**config.mk**
```make
export PLATFORM = sky130hd
export DESIGN_NAME = ifid_skid_reg
export DESIGN_NICKNAME = d
export VERILOG_FILES = /design/src/rtl/ifid_skid_reg.sv
export SDC_FILE = /design/constraint.sdc
export NUM_CORES = 1
export LEC_CHECK = 0
export CORE_MARGIN = 10
export CORE_UTILIZATION = 35
export CTS_CLUSTER_DIAMETER = 40
export DETAILED_ROUTE_END_ITERATION = 12
export PLACE_DENSITY_LB_ADDON = 0.12
export SLEW_MARGIN = 20
export SYNTH_ARGS = -nofsm -noshare
export SYNTH_HDL_FRONTEND = slang
export SYNTH_SLANG_ARGS = --single-unit
```
**constraint.sdc**
```tcl
create_clock -name clk -period 1.7 [get_ports clk]
set_input_delay 0.255 -clock clk [delete_from_list [all_inputs] [get_ports clk]]
set_output_delay 0.255 -clock clk [all_outputs]
set_load 0.02 [all_outputs]
```
**src/rtl/ifid_skid_reg.sv**
```systemverilog
// IF/ID pipeline register: valid/ready handshake, 2-entry skid, flush-to-bubble, field decode.
// Define IFID_PERF_CNT_EN to add saturating stall_cnt / flush_cnt outputs.
module ifid_skid_reg #(
    parameter int unsigned PC_W    = 32,
    parameter int unsigned INS_W   = 32,
    parameter logic [31:0] NOP_INS = 32'h0000_0000
) (
    input  logic             clk,
    input  logic             rst_n,
    input  logic             flush,
    input  logic             in_valid,
    output logic             in_ready,
    input  logic [PC_W-1:0]  in_pcp4,
    input  logic [INS_W-1:0] in_ins,
    output logic             out_valid,
    input  logic             out_ready,
    output logic [PC_W-1:0]  out_pcp4,
    output logic [INS_W-1:0] out_ins,
    output logic [5:0]       op,
    output logic [4:0]       rs_fmt,
    output logic [4:0]       rt_ft,
    output logic [4:0]       rd_fs,
    output logic [4:0]       sh_fd,
    output logic [5:0]       fun,
    output logic [15:0]      im,
    output logic [25:0]      ad
`ifdef IFID_PERF_CNT_EN
    ,
    output logic [31:0]      stall_cnt,
    output logic [31:0]      flush_cnt
`endif
);

    localparam logic [INS_W-1:0] NopIns = INS_W'(NOP_INS);

    logic             main_valid_q, main_valid_d;
    logic [PC_W-1:0]  main_pcp4_q, main_pcp4_d;
    logic [INS_W-1:0] main_ins_q, main_ins_d;
    logic             skid_valid_q, skid_valid_d;
    logic [PC_W-1:0]  skid_pcp4_q, skid_pcp4_d;
    logic [INS_W-1:0] skid_ins_q, skid_ins_d;

    logic accept;
    logic deliver;

    assign in_ready = ~skid_valid_q;
    assign accept   = in_valid & in_ready;
    assign deliver  = main_valid_q & out_ready;

    always_comb begin
        main_valid_d = main_valid_q;
        main_pcp4_d  = main_pcp4_q;
        main_ins_d   = main_ins_q;
        skid_valid_d = skid_valid_q;
        skid_pcp4_d  = skid_pcp4_q;
        skid_ins_d   = skid_ins_q;
        if (flush) begin
            main_valid_d = 1'b0;
            skid_valid_d = 1'b0;
        end else if (!main_valid_q || deliver) begin
            // Skid holds the older word, so it always wins the refill of main.
            if (skid_valid_q) begin
                main_valid_d = 1'b1;
                main_pcp4_d  = skid_pcp4_q;
                main_ins_d   = skid_ins_q;
                skid_valid_d = 1'b0;
            end else if (accept) begin
                main_valid_d = 1'b1;
                main_pcp4_d  = in_pcp4;
                main_ins_d   = in_ins;
            end else begin
                main_valid_d = 1'b0;
            end
        end else if (accept) begin
            skid_valid_d = 1'b1;
            skid_pcp4_d  = in_pcp4;
            skid_ins_d   = in_ins;
        end
    end

    always_ff @(posedge clk or negedge rst_n) begin
        if (!rst_n) begin
            main_valid_q <= 1'b0;
            main_pcp4_q  <= '0;
            main_ins_q   <= NopIns;
            skid_valid_q <= 1'b0;
            skid_pcp4_q  <= '0;
            skid_ins_q   <= NopIns;
        end else begin
            main_valid_q <= main_valid_d;
            main_pcp4_q  <= main_pcp4_d;
            main_ins_q   <= main_ins_d;
            skid_valid_q <= skid_valid_d;
            skid_pcp4_q  <= skid_pcp4_d;
            skid_ins_q   <= skid_ins_d;
        end
    end

    always_comb begin
        out_valid = main_valid_q;
        out_pcp4  = main_valid_q ? main_pcp4_q : '0;
        out_ins   = main_valid_q ? main_ins_q : NopIns;
    end

    assign op     = out_ins[31:26];
    assign rs_fmt = out_ins[25:21];
    assign rt_ft  = out_ins[20:16];
    assign rd_fs  = out_ins[15:11];
    assign sh_fd  = out_ins[10:6];
    assign fun    = out_ins[5:0];
    assign im     = out_ins[15:0];
    assign ad     = out_ins[25:0];

`ifdef IFID_PERF_CNT_EN
    logic [31:0] stall_cnt_q, stall_cnt_d;
    logic [31:0] flush_cnt_q, flush_cnt_d;
    logic [1:0]  flush_kill;
    logic [32:0] flush_sum;

    // A word delivered in the flush cycle was consumed by decode, not killed.
    assign flush_kill = {1'b0, main_valid_q & ~deliver} + {1'b0, skid_valid_q};
    assign flush_sum  = {1'b0, flush_cnt_q} + {31'b0, flush_kill};

    always_comb begin
        stall_cnt_d = stall_cnt_q;
        flush_cnt_d = flush_cnt_q;
        if (main_valid_q && !out_ready && stall_cnt_q != 32'hFFFF_FFFF) begin
            stall_cnt_d = stall_cnt_q + 32'd1;
        end
        if (flush) begin
            flush_cnt_d = flush_sum[32] ? 32'hFFFF_FFFF : flush_sum[31:0];
        end
    end

    always_ff @(posedge clk or negedge rst_n) begin
        if (!rst_n) begin
            stall_cnt_q <= '0;
            flush_cnt_q <= '0;
        end else begin
            stall_cnt_q <= stall_cnt_d;
            flush_cnt_q <= flush_cnt_d;
        end
    end

    assign stall_cnt = stall_cnt_q;
    assign flush_cnt = flush_cnt_q;
`endif

endmodule

```
==> results of run 1 <==
## repair_timing
action | in CTS | in global routing
pin swaps | 0 | 2
setup buffers | 1 | 7
endpoints found under the setup margin | 140 | 240
resized for setup | 621 | 159
gates cloned | 0 | 11
hold buffers | 1 | 0
hold endpoints to repair | 130 | 0
## cells by family (layout without fill, tap and decap cells)
logic type | count (synthesis) | after routing | synth area share, %
DFF | 130 | 130 | 49.3
and+or+nand+nor | 71 | 71 | 6.96
muxes | 192 | 192 | 32.8
buffers and inverters | 101 | 279 | 10.9
AOI/OAI and AO/OA | 1 | 1 | 0.0758
## per-layer routing
layer	share of wire (%)	wire, um	track usage, %	vias to the layer above
met2	48	8670	21.0	135
li1	-	-	-	1951
met5	0	0	0	-
met1	43	7780	15.7	2189
met4	0.77	139	4.54	0
met3	8.2	1490	5.19	9
## worst min-delay path by stage
stage	startpoint	to	slack [ps]	depth (start not counted)
floorplan	rst_n	main_ins_q[0]$_DFFE_PN0P_	-40	0
global placement	rst_n	skid_pcp4_q[29]$_DFFE_PN0P_	70	1
detailed placement	rst_n	main_pcp4_q[29]$_DFFE_PN0P_	80	1
CTS	rst_n	main_pcp4_q[29]$_DFFE_PN0P_	170	2
finish	rst_n	main_pcp4_q[29]$_DFFE_PN0P_	190	2
global route	rst_n	main_pcp4_q[29]$_DFFE_PN0P_	180	2
## report_power, final
part | internal [mW] | total (mW) | switching (mW) | leakage [nW]
Combinational | 1.48 | 2.52 | 1.04 | 2.61
Clock | 2.20 | 3.50 | 1.30 | 0.278
Sequential | 3.78 | 4.13 | 0.353 | 1.56
Total | 7.46 | 10.2 | 2.70 | 4.44
## critical path, stage by stage (launching register included)
cell and delay, ps:
dfrtp_2 480, buf_6 150, nor2b_4 120, nor3_4 210, buf_6 160, buf_12 170
mux2_2 350
## flip-flops by register name, summed over array words and instances (netlist names)
signal        flops
main_ins_q       32
main_pcp4_q      32
skid_ins_q       32
skid_pcp4_q      32
out_valid         1
skid_valid_q      1
## cell usage after synthesis
| library cell | instances |
|---|---|
| mux2_2 | 176 |
| dfrtp_1 | 130 |
| buf_4 | 74 |
| and2_1 | 64 |
| mux2_1 | 16 |
| buf_2 | 12 |
| clkbuf_1 | 8 |
| buf_6 | 6 |
| nor2_1 | 2 |
| a21oi_1 | 1 |
| inv_1 | 1 |
| nand2b_1 | 1 |
| nand3_2 | 1 |
| nor2b_4 | 1 |
| nor3_1 | 1 |
| nor3_4 | 1 |
## final cells by class
class                           instances  area (um2)  share of cell area [%]
Inverter                                1        3.75                  0.0401
Clock inverter                          8        76.3                   0.816
Multi-Input combinational cell        264        2950                    31.5
Clock buffer                           24         502                    5.37
Tap cell                              234         293                    3.13
Sequential cell                       130        3260                    34.8
Timing Repair Buffer                  246        2270                    24.3
## per-stage QoR
| stage | std cells | setup WS (ps) |
|---|---|---|
| floorplan | 495 | 15.3 |
| global placement | 856 | -172 |
| detailed placement | 856 | -187 |
| CTS | 890 | -111 |
| global route | 907 | -131 |
| finish | 907 | -72.8 |
==> results by group, run 1 <==
Worst setup path
  • Worst setup endpoint: main_ins_q[19]$_DFFE_PN0P_
  • Worst Setup Path Type: flip-flop to flip-flop
  • Reg2Reg Setup Slack: -70 ps
  • Worst R2R End: main_ins_q[19]$_DFFE_PN0P_
  • Crit Path Max Fanout: 15
  • R2R cell count: 6
  • CP required: 1990 ps
  • Setup crit end kind: flip-flop
  • Crit start category: flip-flop
  • WP data arrival: between 2000 and 2500 ps
  • CP startpoint: out_valid$_DFFE_PN0P_
  • R2R Path Start: out_valid$_DFFE_PN0P_

Timing
  • Final Max Tran Viols: 0
  • Worst slew pin tran: 398 ps
  • Setup TNS: -3570 ps
  • RSZ-0062 raised after global routing: true
  • Final worst path period need: 1770 ps
  • Period utilisation layout: 104%
  • Hold WS: 192 ps
  • Setup WS post-layout: -72.8 ps
  • # setup viols final: ~120
  • Fmax: approximately 560 MHz
  • Relative slew margins: around three quarters
  • Final Hold Viols: 0
  • Skew final: between 6 and 7 ps

Final layout
  • Filler cells: 1667
  • Most frequent cells in the layout: dfrtp_1 (128), mux2_2 (127), buf_4 (93)
  • Post-layout util: approximately 50%
  • Layout cells sized above 1: 64.9%
  • Synth-to-Final Area Change: 41.7%
  • Final net count: 729
  • Design Area, Final: slightly above 9000 um2
  • Commonest non-fill, non-tap cell in the layout: dfrtp_1
  • Number of diodes: 0

Die
  • Core Region: approximately 19000 um2
  • Die Wd: between 150 and 200 um
  • # IOs: between 200 and 250
  • Num rows: 50
  • Die Y: 157 um
  • Die Area: between 20000 and 25000 um2
  • Initial Util: roughly 35%

Routing
  • Final wirelength: approximately 18000 um
  • Final ANT Viol Nets: 0
  • Drt pass-1 iters: 4
  • Via count: around 4300
  • Wire length per cell: about 20 um
  • Initial DRC count: 121
  • Vias/cell: approximately 4.7
  • Drc violations: 0

Yosys
  • Post-synth cell types: 16
  • Share of the synthesized area in the top cell type: about half
  • Synth Instances: 495
  • Post-Syn Area: between 6000 and 7000 um2
  • Synthesized area per cell: ~13 um2
  • Share of the yosys chip area belonging to registers: 49.3%
  • Post-synth top area cell: dfrtp_1
  • Syn nets: around 560
  • FF+latch count, synth: 130
  • Synth warnings: 0
  • Synth area leaders: dfrtp_1 (49%), mux2_2 (30%), buf_4 (8.4%)

GRT
  • Pin count of the biggest net entering global routing: around 70
  • Overall Global Routing Usage: 13.1%
  • Vias in the first global route: roughly 4800
  • GRT overflow: 0
  • First-pass GRT wire length: roughly 26000 um
  • Initial antenna violation count: 0

Power
  • PnR Total Power: between 10 and 15 mW
  • Max VDD drop: about 0.00066 V
  • Lkg Pwr: ~4.4 nW
  • Pwr dens: 1090 nW/um2

Clocking
  • CTS Buf Count: 17
  • H-Tree Depth: 4
  • TritonCTS clock tree: done
  • Clk sinks: 130
  • Skew-Pair Late Insertion Delay: just over 400 ps
  • Root Buffer Master: clkbuf_16
  • CTS clock-pin slew for the worst setup and hold paths: 60 ps
  • Clk buf depth: 2

Min path
  • Hold WC Path Type: input pin to async pin

Flow run
  • Max Cap Viol: 0

Run status
  • Status: finished with violations
  • Violated checks: negative setup slack

Place
  • Count of input and output buffers: between 200 and 250
  • Post-Place Cell Area: ~8500 um2
  • Routability cong.: around 0.72
  • DP HPWL: 11500 um
(Power assumes the default switching activity.)
==> run 2: changes to the inputs <==
--- a/config.mk
+++ b/config.mk
@@ -5,8 +5,10 @@
 export SDC_FILE = /design/constraint.sdc
 export NUM_CORES = 1
 export LEC_CHECK = 0
+export CELL_PAD_IN_SITES_DETAIL_PLACEMENT = 2
+export CELL_PAD_IN_SITES_GLOBAL_PLACEMENT = 2
 export CORE_MARGIN = 10
-export CORE_UTILIZATION = 35
+export CORE_UTILIZATION = 30
 export CTS_CLUSTER_DIAMETER = 40
 export DETAILED_ROUTE_END_ITERATION = 12
 export PLACE_DENSITY_LB_ADDON = 0.12
==> results by group, run 2 (same netlist as run 1, synthesis figures left out) <==
Run status
  • Status: finished with violations
  • Violated checks: negative setup slack

Timing
  • Skew final: 10.3 ps (+3.73 ps)
  • Fmax: 555 MHz (-1.6%)
  • Hold WS: 298 ps (+106 ps)
  • Final Hold Viols: 0 (unchanged)
  • Final Max Tran Viols: 0 (unchanged)
  • Setup WS post-layout: -102 ps (-29.2 ps)
  • Final worst path period need: 1800 ps (+29.2 ps)
  • Worst slew pin tran: 416 ps (+18.4 ps)
  • Relative slew margins: 72.3% (-1.2 points)
  • # setup viols final: 140 (+22%)
  • Period utilisation layout: 106% (+1.7 points)
  • RSZ-0062 raised after global routing: true

Power
  • Max VDD drop: 0.000674 V (+1.9%)
  • Lkg Pwr: 4.46 nW (+0.44%)
  • PnR Total Power: 10.3 mW (+1.4%)
  • Pwr dens: 1070 nW/um2 (-1.6%)

Clocking
  • CTS clock-pin slew for the worst setup and hold paths: 60 ps (about the same)
  • Clk sinks: 130 (unchanged)
  • H-Tree Depth: 4 (unchanged)
  • Skew-Pair Late Insertion Delay: 420 ps (about the same)
  • CTS Buf Count: 17 (unchanged)
  • Root Buffer Master: clkbuf_16
  • Clk buf depth: 2 (unchanged)
  • TritonCTS clock tree: done

Final layout
  • Commonest non-fill, non-tap cell in the layout: mux2_2
  • Reg area: 3260 um2 (unchanged)
  • Post-layout util: 44.3% (-5.8 points)
  • Multi-input gate area in the final layout: 2940 um2 (-0.30%)
  • Non-filler cells, final: 968 (+6.7%)
  • Final net count: 744 (+2.1%)
  • Most frequent cells in the layout: mux2_2 (132), dfrtp_1 (128), buf_4 (114)
  • Number of diodes: 0 (unchanged)
  • Filler cells: 2178 (+31%)
  • Layout cells sized above 1: 66.0% (+1.1 points)
  • Synth-to-Final Area Change: 46.1%

Die
  • # IOs: 209 (unchanged)
  • Die Y: 168 um (+7.0%)
  • Die Area: 28300 um2 (+14%)
  • Num rows: 54 (+8.0%)
  • Die Wd: 168 um (+7.0%)
  • Core Region: 21800 um2 (+17%)
  • Initial Util: 30.3% (-5.1 points)

Place
  • Placed Cells: 915 (+6.9%)
  • Count of input and output buffers: 208 (unchanged)
  • Routability cong.: 0.711 (-0.68%)
  • DP HPWL: 14000 um (+21%)

GRT
  • Overall Global Routing Usage: 13.5% (+0.36 points)
  • GRT overflow: 0 (unchanged)
  • First-pass GRT wire length: 30200 um (+18%)
  • Pin count of the biggest net entering global routing: 38 (-47%)
  • Vias in the first global route: 5083 (+5.6%)
  • Initial antenna violation count: 1 (+1)

Min path
  • Hold WC Path Type: input pin to async pin

Worst setup path
  • Crit start category: flip-flop
  • CP required: 2000 ps (about the same)
  • R2R Path Start: out_valid$_DFFE_PN0P_
  • Setup crit end kind: flip-flop
  • WP data arrival: 2100 ps (+40 ps)
  • CP startpoint: out_valid$_DFFE_PN0P_
  • Crit Path Max Fanout: 5 (-10)
  • Worst Setup Path Type: flip-flop to flip-flop

Routing
  • Wire length per cell: 21.5 um (+7.9%)
  • Drt pass-1 iters: 4 (unchanged)
  • Vias/cell: 4.53 (-4.1%)
  • Drc violations: 0 (unchanged)
  • Final ANT Viol Nets: 0 (unchanged)
  • Via count: 4386 (+2.4%)
  • Final wirelength: 20800 um (+15%)
  • Initial DRC count: 121 (unchanged)

Flow run
  • Max Cap Viol: 0 (unchanged)
## run 2: power by group
group          internal [mW]  switching, mW  leakage, nW
registers               3.78          0.376         1.56
clock network           2.03           1.47        0.260
logic                   1.54           1.11         2.64
total                   7.35           2.95         4.46
## run 2: worst paths after layout
path                                                to  slack, ps  cells past startpoint
max                        main_pcp4_q[16]$_DFFE_PN0P_       -100                      8
min                        skid_pcp4_q[28]$_DFFE_PN0P_        300                      2
max reg2reg                main_pcp4_q[16]$_DFFE_PN0P_       -100                      8
min reg2reg                skid_pcp4_q[19]$_DFFE_PN0P_        500                      1
max in group asynchronous  main_pcp4_q[12]$_DFFE_PN0P_        800                      3
min in group clk           skid_pcp4_q[19]$_DFFE_PN0P_        470                      2
## run 2: area by class of cell
type / count / area share [%]
Sequential cell: 130 / 33.8
Inverter: 1 / 0.0389
Clock buffer: 18 / 4.45
Clock inverter: 14 / 1.39
Tap cell: 280 / 3.63
Timing Repair Buffer: 261 / 26.2
Multi-Input combinational cell: 264 / 30.5
## run 2: layer usage
layer,vias to the layer above,track usage (%),share of wire (%)
met1,2267,16.0,42
met4,0,3.41,0.63
met2,128,22.9,51
met3,11,4.38,5.5
met5,-,0,0
li1,1980,-,-
## run 2: what timing repair did
| item | 4_1_cts | 5_1_grt |
|---|---|---|
| pin swaps | 1 | 1 |
| gates resized for setup | 557 | 249 |
| buffers inserted | 4 | 10 |
| endpoints found under the setup margin | 192 | 199 |
| cloned | 4 | 5 |
| hold buffers | 1 | 0 |
| hold endpoints to repair | 22 | 0 |
## run 2: stage by stage
step           worst slack (ps)  setup TNS, ps  area [um2]
6_report                   -102          -5590        9640
5_1_grt                    -173         -16530        9640
2_1_floorplan              15.3              0        6600
4_1_cts                    -156          -8840        9260
3_3_place_gp               -183         -15560        8710
3_5_place_dp               -218         -20590        8710
## run 2: worst max-delay path, stage by stage (launching register included)
cell and delay, ps:
dfrtp_2 420, buf_6 120, nor2b_4 130, nor3_4 220
buf_6 160, buf_12 130, buf_12 100, buf_16 110
mux2_4 300
